**config.mk**
```make
export PLATFORM = sky130hd
export DESIGN_NAME = uart_rx_fifo_flat
export DESIGN_NICKNAME = d
export VERILOG_FILES = /design/src/rtl/uart_rx_fifo_if.sv /design/src/rtl/uart_rx_fifo.sv /design/src/flat_wrapper.sv
export SDC_FILE = /design/constraint.sdc
export NUM_CORES = 1
export LEC_CHECK = 0
export ABC_AREA = 0
export CAP_MARGIN = 20
export CORE_AREA = 2 2 159 161
export CTS_CLUSTER_SIZE = 8
export DETAILED_ROUTE_END_ITERATION = 7
export DIE_AREA = 0 0 161 163
export SLEW_MARGIN = 20
export SYNTH_ARGS = -nofsm -noshare
export SYNTH_HDL_FRONTEND = slang
export SYNTH_SLANG_ARGS = --single-unit
```
**constraint.sdc**
```tcl
create_clock -name clk -period 5.97 [get_ports clk]
set_input_delay 1.194 -clock clk [delete_from_list [all_inputs] [get_ports clk]]
set_output_delay 1.194 -clock clk [all_outputs]
set_load 0.05 [all_outputs]
```
**src/rtl/uart_rx_fifo_if.sv**
```systemverilog
// uart_rx_fifo_if
//   CPU-side register bus for the UART receive FIFO.
//   sel     : device selected (address decode done outside)
//   addr    : word offset (0 DATA, 1 STATUS, 2 CTRL, 3 reserved)
//   rd_en   : bus read strobe; a DATA read with data present pops one byte
//   wr_en   : bus write strobe
//   wr_data : bus write data
//   rd_data : combinational read data
//   irq     : level interrupt toward the core's external-interrupt input
interface uart_rx_fifo_if;
  logic        sel;
  logic [1:0]  addr;
  logic        rd_en;
  logic        wr_en;
  logic [31:0] wr_data;
  logic [31:0] rd_data;
  logic        irq;

  // Bus master (CPU side)
  modport master (
    output sel, addr, rd_en, wr_en, wr_data,
    input  rd_data, irq
  );

  // Peripheral side
  modport slave (
    input  sel, addr, rd_en, wr_en, wr_data,
    output rd_data, irq
  );
endinterface

```
**src/rtl/uart_rx_fifo.sv**
```systemverilog
// uart_rx_fifo
//   Receive buffer between the UART receiver and the CPU bus. Every byte the
//   receiver flags with a one-cycle rx_data_fresh pulse is queued into a
//   DEPTH-entry FIFO. The CPU sees DATA / STATUS / CTRL registers and a level
//   interrupt driven purely from registered state.
//
//   Ports:
//     clk           : CPU clock
//     rst           : asynchronous, active-low reset
//     rx_data       : byte from the UART receiver
//     rx_data_fresh : one-cycle push strobe
//     bus           : register bus (uart_rx_fifo_if.slave)
//
//   Register map (word offsets):
//     0 DATA   : read pops; empty reads 0x100 (bit8 = empty); writes ignored
//     1 STATUS : [0] not_empty [1] full [2] ovf [3] irq [16:8] count;
//                write bit2=1 clears ovf
//     2 CTRL   : [0] ie [1] oie [15:8] thr; write bit2=1 flushes the FIFO
//     3        : reserved, reads 0
module uart_rx_fifo #(
  parameter int DEPTH = 16,
  parameter int AW    = 4
) (
  input  logic               clk,
  input  logic               rst,
  input  logic [7:0]         rx_data,
  input  logic               rx_data_fresh,
  uart_rx_fifo_if.slave      bus
);

  localparam logic [AW:0] FULL_COUNT = (AW+1)'(DEPTH);
  localparam logic [8:0]  DEPTH_W    = 9'(DEPTH);

  localparam logic [1:0] ADDR_DATA   = 2'd0;
  localparam logic [1:0] ADDR_STATUS = 2'd1;
  localparam logic [1:0] ADDR_CTRL   = 2'd2;

  // Storage is deliberately not reset; it is never observed while count=0.
  logic [7:0]  mem [DEPTH];

  logic [AW-1:0] wptr_reg, wptr_next;
  logic [AW-1:0] rptr_reg, rptr_next;
  logic [AW:0]   count_reg, count_next;
  logic          ovf_reg, ovf_next;
  logic          ie_reg, ie_next;
  logic          oie_reg, oie_next;
  logic [7:0]    thr_reg, thr_next;

  // Bus decode
  logic rd_data_sel;
  logic wr_status;
  logic wr_ctrl;
  logic flush;
  logic ovf_clr;

  // FIFO control
  logic empty;
  logic full;
  logic pop;
  logic push_ok;
  logic push_drop;

  // Interrupt
  logic [8:0] count_w;
  logic [8:0] thr_eff;
  logic       irq_level;

  assign rd_data_sel = bus.sel & bus.rd_en & (bus.addr == ADDR_DATA);
  assign wr_status   = bus.sel & bus.wr_en & (bus.addr == ADDR_STATUS);
  assign wr_ctrl     = bus.sel & bus.wr_en & (bus.addr == ADDR_CTRL);
  assign flush       = wr_ctrl & bus.wr_data[2];
  assign ovf_clr     = wr_status & bus.wr_data[2];

  assign empty = (count_reg == '0);
  assign full  = (count_reg == FULL_COUNT);

  assign pop = rd_data_sel & ~empty;

  // A full FIFO still accepts a byte if a pop frees a slot in the same cycle.
  // A flush discards the incoming byte silently: it is neither stored nor
  // counted as an overflow.
  assign push_ok   = rx_data_fresh & (~full | pop) & ~flush;
  assign push_drop = rx_data_fresh & full & ~pop & ~flush;

  always_comb begin
    wptr_next  = wptr_reg;
    rptr_next  = rptr_reg;
    count_next = count_reg;
    ovf_next   = ovf_reg;
    ie_next    = ie_reg;
    oie_next   = oie_reg;
    thr_next   = thr_reg;

    if (flush) begin
      wptr_next  = '0;
      rptr_next  = '0;
      count_next = '0;
    end else begin
      if (push_ok) begin
        wptr_next = wptr_reg + AW'(1);
      end
      if (pop) begin
        rptr_next = rptr_reg + AW'(1);
      end
      count_next = count_reg + (AW+1)'(push_ok) - (AW+1)'(pop);
    end

    // A drop in the same cycle as a clear leaves the flag set.
    if (push_drop) begin
      ovf_next = 1'b1;
    end else if (ovf_clr) begin
      ovf_next = 1'b0;
    end

    if (wr_ctrl) begin
      ie_next  = bus.wr_data[0];
      oie_next = bus.wr_data[1];
      thr_next = bus.wr_data[15:8];
    end
  end

  always_ff @(posedge clk or negedge rst) begin
    if (!rst) begin
      wptr_reg  <= '0;
      rptr_reg  <= '0;
      count_reg <= '0;
      ovf_reg   <= 1'b0;
      ie_reg    <= 1'b0;
      oie_reg   <= 1'b0;
      thr_reg   <= '0;
    end else begin
      wptr_reg  <= wptr_next;
      rptr_reg  <= rptr_next;
      count_reg <= count_next;
      ovf_reg   <= ovf_next;
      ie_reg    <= ie_next;
      oie_reg   <= oie_next;
      thr_reg   <= thr_next;
    end
  end

  always_ff @(posedge clk) begin
    if (push_ok) begin
      mem[wptr_reg] <= rx_data;
    end
  end

  // Threshold of 0 behaves as 1; thresholds beyond DEPTH saturate at DEPTH
  // so a large value can still fire once the FIFO fills.
  assign count_w = 9'(count_reg);

  always_comb begin
    thr_eff = {1'b0, thr_reg};
    if (thr_reg == '0) begin
      thr_eff = 9'd1;
    end else if ({1'b0, thr_reg} > DEPTH_W) begin
      thr_eff = DEPTH_W;
    end
  end

  // Built only from registers, so it changes the cycle after the push/pop
  // that moves count across the threshold and never follows the bus.
  assign irq_level = (ie_reg & (count_w >= thr_eff)) | (oie_reg & ovf_reg);
  assign bus.irq   = irq_level;

  always_comb begin
    bus.rd_data = '0;
    if (bus.sel) begin
      case (bus.addr)
        ADDR_DATA: begin
          if (empty) begin
            bus.rd_data = 32'h0000_0100;
          end else begin
            bus.rd_data[7:0] = mem[rptr_reg];
          end
        end
        ADDR_STATUS: begin
          bus.rd_data[0]    = ~empty;
          bus.rd_data[1]    = full;
          bus.rd_data[2]    = ovf_reg;
          bus.rd_data[3]    = irq_level;
          bus.rd_data[16:8] = count_w;
        end
        ADDR_CTRL: begin
          bus.rd_data[0]    = ie_reg;
          bus.rd_data[1]    = oie_reg;
          bus.rd_data[15:8] = thr_reg;
        end
        default: bus.rd_data = '0;
      endcase
    end
  end

endmodule

```
**src/flat_wrapper.sv**
```systemverilog
// flat-port wrapper written by rule: the top's interface ports become plain ports
module uart_rx_fifo_flat 
#(
  parameter int DEPTH = 16,
  parameter int AW    = 4
)
  (clk, rst, rx_data, rx_data_fresh, bus_sel, bus_addr, bus_rd_en, bus_wr_en, bus_wr_data, bus_rd_data, bus_irq);
  uart_rx_fifo_if bus_i ();
  input  logic clk;
  input  logic rst;
  input  logic [7:0] rx_data;
  input  logic rx_data_fresh;
  input wire logic [$bits(bus_i.sel)-1:0] bus_sel;
  input wire logic [$bits(bus_i.addr)-1:0] bus_addr;
  input wire logic [$bits(bus_i.rd_en)-1:0] bus_rd_en;
  input wire logic [$bits(bus_i.wr_en)-1:0] bus_wr_en;
  input wire logic [$bits(bus_i.wr_data)-1:0] bus_wr_data;
  output wire logic [$bits(bus_i.rd_data)-1:0] bus_rd_data;
  output wire logic [$bits(bus_i.irq)-1:0] bus_irq;
  assign bus_i.sel = bus_sel;
  assign bus_i.addr = bus_addr;
  assign bus_i.rd_en = bus_rd_en;
  assign bus_i.wr_en = bus_wr_en;
  assign bus_i.wr_data = bus_wr_data;
  assign bus_rd_data = bus_i.rd_data;
  assign bus_irq = bus_i.irq;
  uart_rx_fifo #(.DEPTH(DEPTH), .AW(AW)) u_core (.clk(clk), .rst(rst), .rx_data(rx_data), .rx_data_fresh(rx_data_fresh), .bus(bus_i));
endmodule
```
# Yosys cells after proc, flatten, opt, wreduce, memory -nomap -nowiden

Memories as Yosys holds them, arrays and structs flattened.
Index checks and enable logic that the tools add are counted.

Memory bits (read-only): 0
RAM bits: 128
Input port bits: 48
Output and inout port bits: 33
Bits in latches: 0
Register bits: 24
Word-level logic and storage cells: 62
Memories: 1

Memory list:

| memory     | words | bits a word | read ports | clocked after Yosys merged registers in | write ports | RTL line           | text |
|---|---|---|---|---|---|---|---|
| u_core.mem | 16    | 8           | 1          | 0                                       | 1           | uart_rx_fifo.sv:39 | `logic [7:0] mem [DEPTH];` |

Reductions and logical operators: 6
Equality and inequality tests: 3
Add/subtract/negate cells: 4
Magnitude comparators: 2
Bitwise operators: 21
Shift-type cells: 0
Mux-type cells: 18
$mul: 0
Divide/modulo/power cells: 0

Operators by type and width:

| cell                | count |
|---|---|
| $mux 32             | 1 |
| $pmux 8 s3          | 1 |
| $mux 4              | 5 |
| $mux 8              | 2 |
| $and 1x1->1         | 15 |
| $ge 5x9->1          | 1 |
| $mux 9              | 1 |
| $add 4x1->4 const B | 2 |
| $gt 8x5->1 const B  | 1 |
| $logic_not 8->1     | 1 |
| $pmux 2 s3          | 1 |
| $reduce_bool 2->1   | 3 |
| $add 5x1->5         | 1 |
| $eq 5x5->1 const B  | 1 |
| $logic_not 5->1     | 1 |
| $mux 1              | 5 |
| $mux 5              | 1 |
| $sub 5x1->5         | 1 |
| $not 1->1           | 4 |
| $pmux 2 s2          | 1 |
| $eq 2x1->1 const B  | 1 |
| $eq 2x2->1 const B  | 1 |
| $logic_not 2->1     | 1 |
| $or 1x1->1          | 2 |

# Longest topological paths before layout

Depth after elaboration: 9
Gate-level depth with buffers: 12
Depth with buffers taken out: 12

# Least setup slack after synthesis

OpenSTA, ideal clock, no wires.

Kind: input-to-output
From: input port bus_addr[0]
To: output port bus_rd_data[4]
Stages on the path: 4
Required time: 4.776 ns
Setup slack: 2.011 ns
Data arrival time: 2.765 ns
Path buffers: 0
Path through: or2_2 -> nor3_2 -> nand2_1 -> o22ai_1

Longest elaborated chain between the ends: 3

Ends and longest elaborated chain:

| item               | RTL line            | text |
|---|---|---|
| start: declaration | flat_wrapper.sv:14  | `input wire logic [$bits(bus_i.addr)-1:0] bus_addr;` |
| $logic_not 2->1    | uart_rx_fifo.sv:169 | `case (bus.addr)` |
| $mux 4             | uart_rx_fifo.sv:169 |  |
| $mux 32            | uart_rx_fifo.sv:168 | `if (bus.sel) begin` |
| end: declaration   | flat_wrapper.sv:18  | `output wire logic [$bits(bus_i.rd_data)-1:0] bus_rd_data;` |

No other way between the ends.

# Final worst setup path

From: input port bus_sel
To: output port bus_rd_data[7]

Longest elaborated chain between the ends: 1

Ends and longest elaborated chain:

| item               | RTL line            | text |
|---|---|---|
| start: declaration | flat_wrapper.sv:13  | `input wire logic [$bits(bus_i.sel)-1:0] bus_sel;` |
| $mux 32            | uart_rx_fifo.sv:168 |  |

No other way between the ends.

==> results.json <==
{
  "r2r_start": "u_core.count_reg[2]$_DFF_PN0_",
  "dr.first_iter.drc_count": 233,
  "finalCriticalPeriod_ns": 5.16,
  "synth_cells": 405,
  "max_freq_mhz": 194,
  "end_kind": "output pin",
  "seq_area_frac_synth": 0.657,
  "wl_met1_um": 6160,
  "grt_pass1_wl_um": 21000,
  "synthesis.area_um2": 6770,
  "dp_hpwl_um": 8960,
  "gp_congestion": 0.850,
  "cts_buffer_depth": 2,
  "num-fill-cells": 2428,
  "netlist-cell-type-count": 48,
  "gr-total-overflow": 0,
  "fin_ws_ns": 0.807,
  "hp-start": "u_core.thr_reg[5]$_DFFE_PN0P_",
  "synth_ff_type": "edfxtp_1",
  "synth.largest_area_cell": "edfxtp_1",
  "dp.cells": 765,
  "required_ns": 4.78,
  "synth_top_cell_area_share": 0.568,
  "wl_um": 13500,
  "finalSetupTns_ns": 0,
  "syn2layout_area_growth_pct": 19.3,
  "fin_skew_ns": 0.00844,
  "arrival_ns": 3.97,
  "ys_seq_elements": 152,
  "rsz0062_at_grt": "no",
  "clockRootBuffer": "clkbuf_16",
  "hp-class": "flip-flop to flip-flop",
  "fin_nets": 519,
  "cts_setup_buffers": 0,
  "post_drt_wl_per_cell_um": 17.0,
  "die_area_um2": 26200,
  "design_area_um2": 8070,
  "clk_pin_slew_ns": 0.06,
  "grt_max_degree": 31,
  "port_buffers": 43,
  "grt_pass1_vias": 3657,
  "status": "complete, no violations",
  "async_flop_share": 0.158,
  "cts_tree": "yes",
  "core_um2": 24700,
  "wl_met3_um": 821,
  "die-width_um": 161,
  "power_density_nw_per_um2": 421,
  "synth_area_per_cell_um2": 16.7,
  "dpl_cell_area_um2": 7470,
  "drive_gt1_frac": 0.161,
  "top_layer": "met4",
  "critPathLaunchType": "input port",
  "crit_start": "bus_sel",
  "hold_viol": 0,
  "slew_headroom": 0.393,
  "ff_latch_area_um2": 4440,
  "worst_pin_slew_ns": 0.908,
  "grt_use_total": 0.108,
  "ioPinCount": 81,
  "leakagePower_nw": 2.73,
  "antennaDiodeCount": 0,
  "yosysWarnings": 0,
  "ant_nets": 0,
  "cts_made_buffers": 17,
  "die_y_um": 163,
  "clkLatencyLatePin_ns": 0.42,
  "drc": 0,
  "ctsResizeCount": 0,
  "vias": 3561,
  "rrSetupSlack_ns": 2.72,
  "num_rows": 58,
  "synth_most_common_cell": "edfxtp_1",
  "initial_utilization": 0.274,
  "synth-edff-count": 128,
  "ys_top_cells_by_count": "edfxtp_1, dfrtp_1, mux4_2",
  "largest_reg_flops": 128,
  "h-tree-depth": 4,
  "multi_input_area_um2": 2100,
  "final_cells": 797,
  "worstSetupPathType": "input port to output pin",
  "via_per_inst": 4.47,
  "dr.pass1.iters": 4,
  "setup_viol_count_final": 0,
  "clkSinkCount": 152,
  "antenna_found_initial": 0,
  "drv_slew": 0,
  "min_period_over_period": 0.865,
  "drv_cap": 0,
  "dp_slack_ns": 0.818,
  "cts_hold_buf": 0,
  "final_util": 0.327,
  "met2WireLength_um": 6420,
  "synthTopCellsByArea": "edfxtp_1, dfrtp_1, mux4_2",
  "crit_fanout": 16,
  "ir_worst_vdd_uv": 208
}
critical path, stage by stage:
cell and delay, ns:
clkdlybuf4s50_1 0.76, nand2b_1 0.23, nor3_2 0.45, nand2_1 0.24, o22ai_1 0.24, clkdlybuf4s50_1 0.84
logic make-up after synthesis:
family	share of synthesized area
DFF	0.657
other	0.000554
muxes	0.155
buffers and inverters	0.0410
xor gates and xnor gates	0.00906
adders and majority gates	0.0325
and+or+nand+nor	0.0691
AOI/OAI and AO/OA	0.0359
metal layers:
metal / vias to the layer above / track usage
li1: 1655 / -
met1: 1790 / 0.141
met2: 105 / 0.176
met3: 11 / 0.0344
met4: 0 / 0.0272
met5: - / 0
layout make-up:
type                       count  area share
clock buffer                  17      0.0527
multi-input combinational    221       0.260
timing repair buffer          46      0.0555
inverter                      16     0.00744
sequential                   152       0.550
tap                          330      0.0511
clock inverter                15      0.0225
placed cells by master, fill, tap and decap left out, types with 5 or more instances in the layout:
cell type and count:
edfxtp_1 128, clkdlybuf4s50_1 42, mux4_2 24, dfrtp_1 24
mux2i_1 19, clkbuf_16 17, inv_1 16, nor2_1 16
ha_1 16, conb_1 16, and2_1 15, nand2_1 14
mux2_2 12, mux4_1 7, a21oi_1 6, o21ai_0 6
nor2b_1 6, o22ai_1 6, xnor2_1 6, a22oi_1 5
nand3_1 5, inv_6 5
per-stage QoR:
step	power (mW)	hold slack [ns]
final	3.40	0.537
after global placement	2.32	0.517
after global routing	3.59	0.557
after floorplan	2.12	0.485
after detailed placement	2.35	0.525
after CTS	3.44	0.540
report_power, final:
| group | internal, mW | switching [mW] |
|---|---|---|
| clock network | 0.633 | 0.450 |
| registers | 1.30 | 0.106 |
| logic | 0.419 | 0.495 |
| total | 2.35 | 1.05 |
path summary, 6_finish.rpt:
kind,end,cells past startpoint
setup / recovery,bus_rd_data[7],6
hold / removal,u_core.thr_reg[5]$_DFFE_PN0P_,1
setup reg to reg,u_core.count_reg[4]$_DFF_PN0_,12
hold reg to reg,u_core.thr_reg[5]$_DFFE_PN0P_,1
max in group asynchronous,u_core.thr_reg[7]$_DFFE_PN0P_,1
min in group asynchronous,u_core.thr_reg[2]$_DFFE_PN0P_,1
Note: power is estimated with default switching activity, not from simulation.
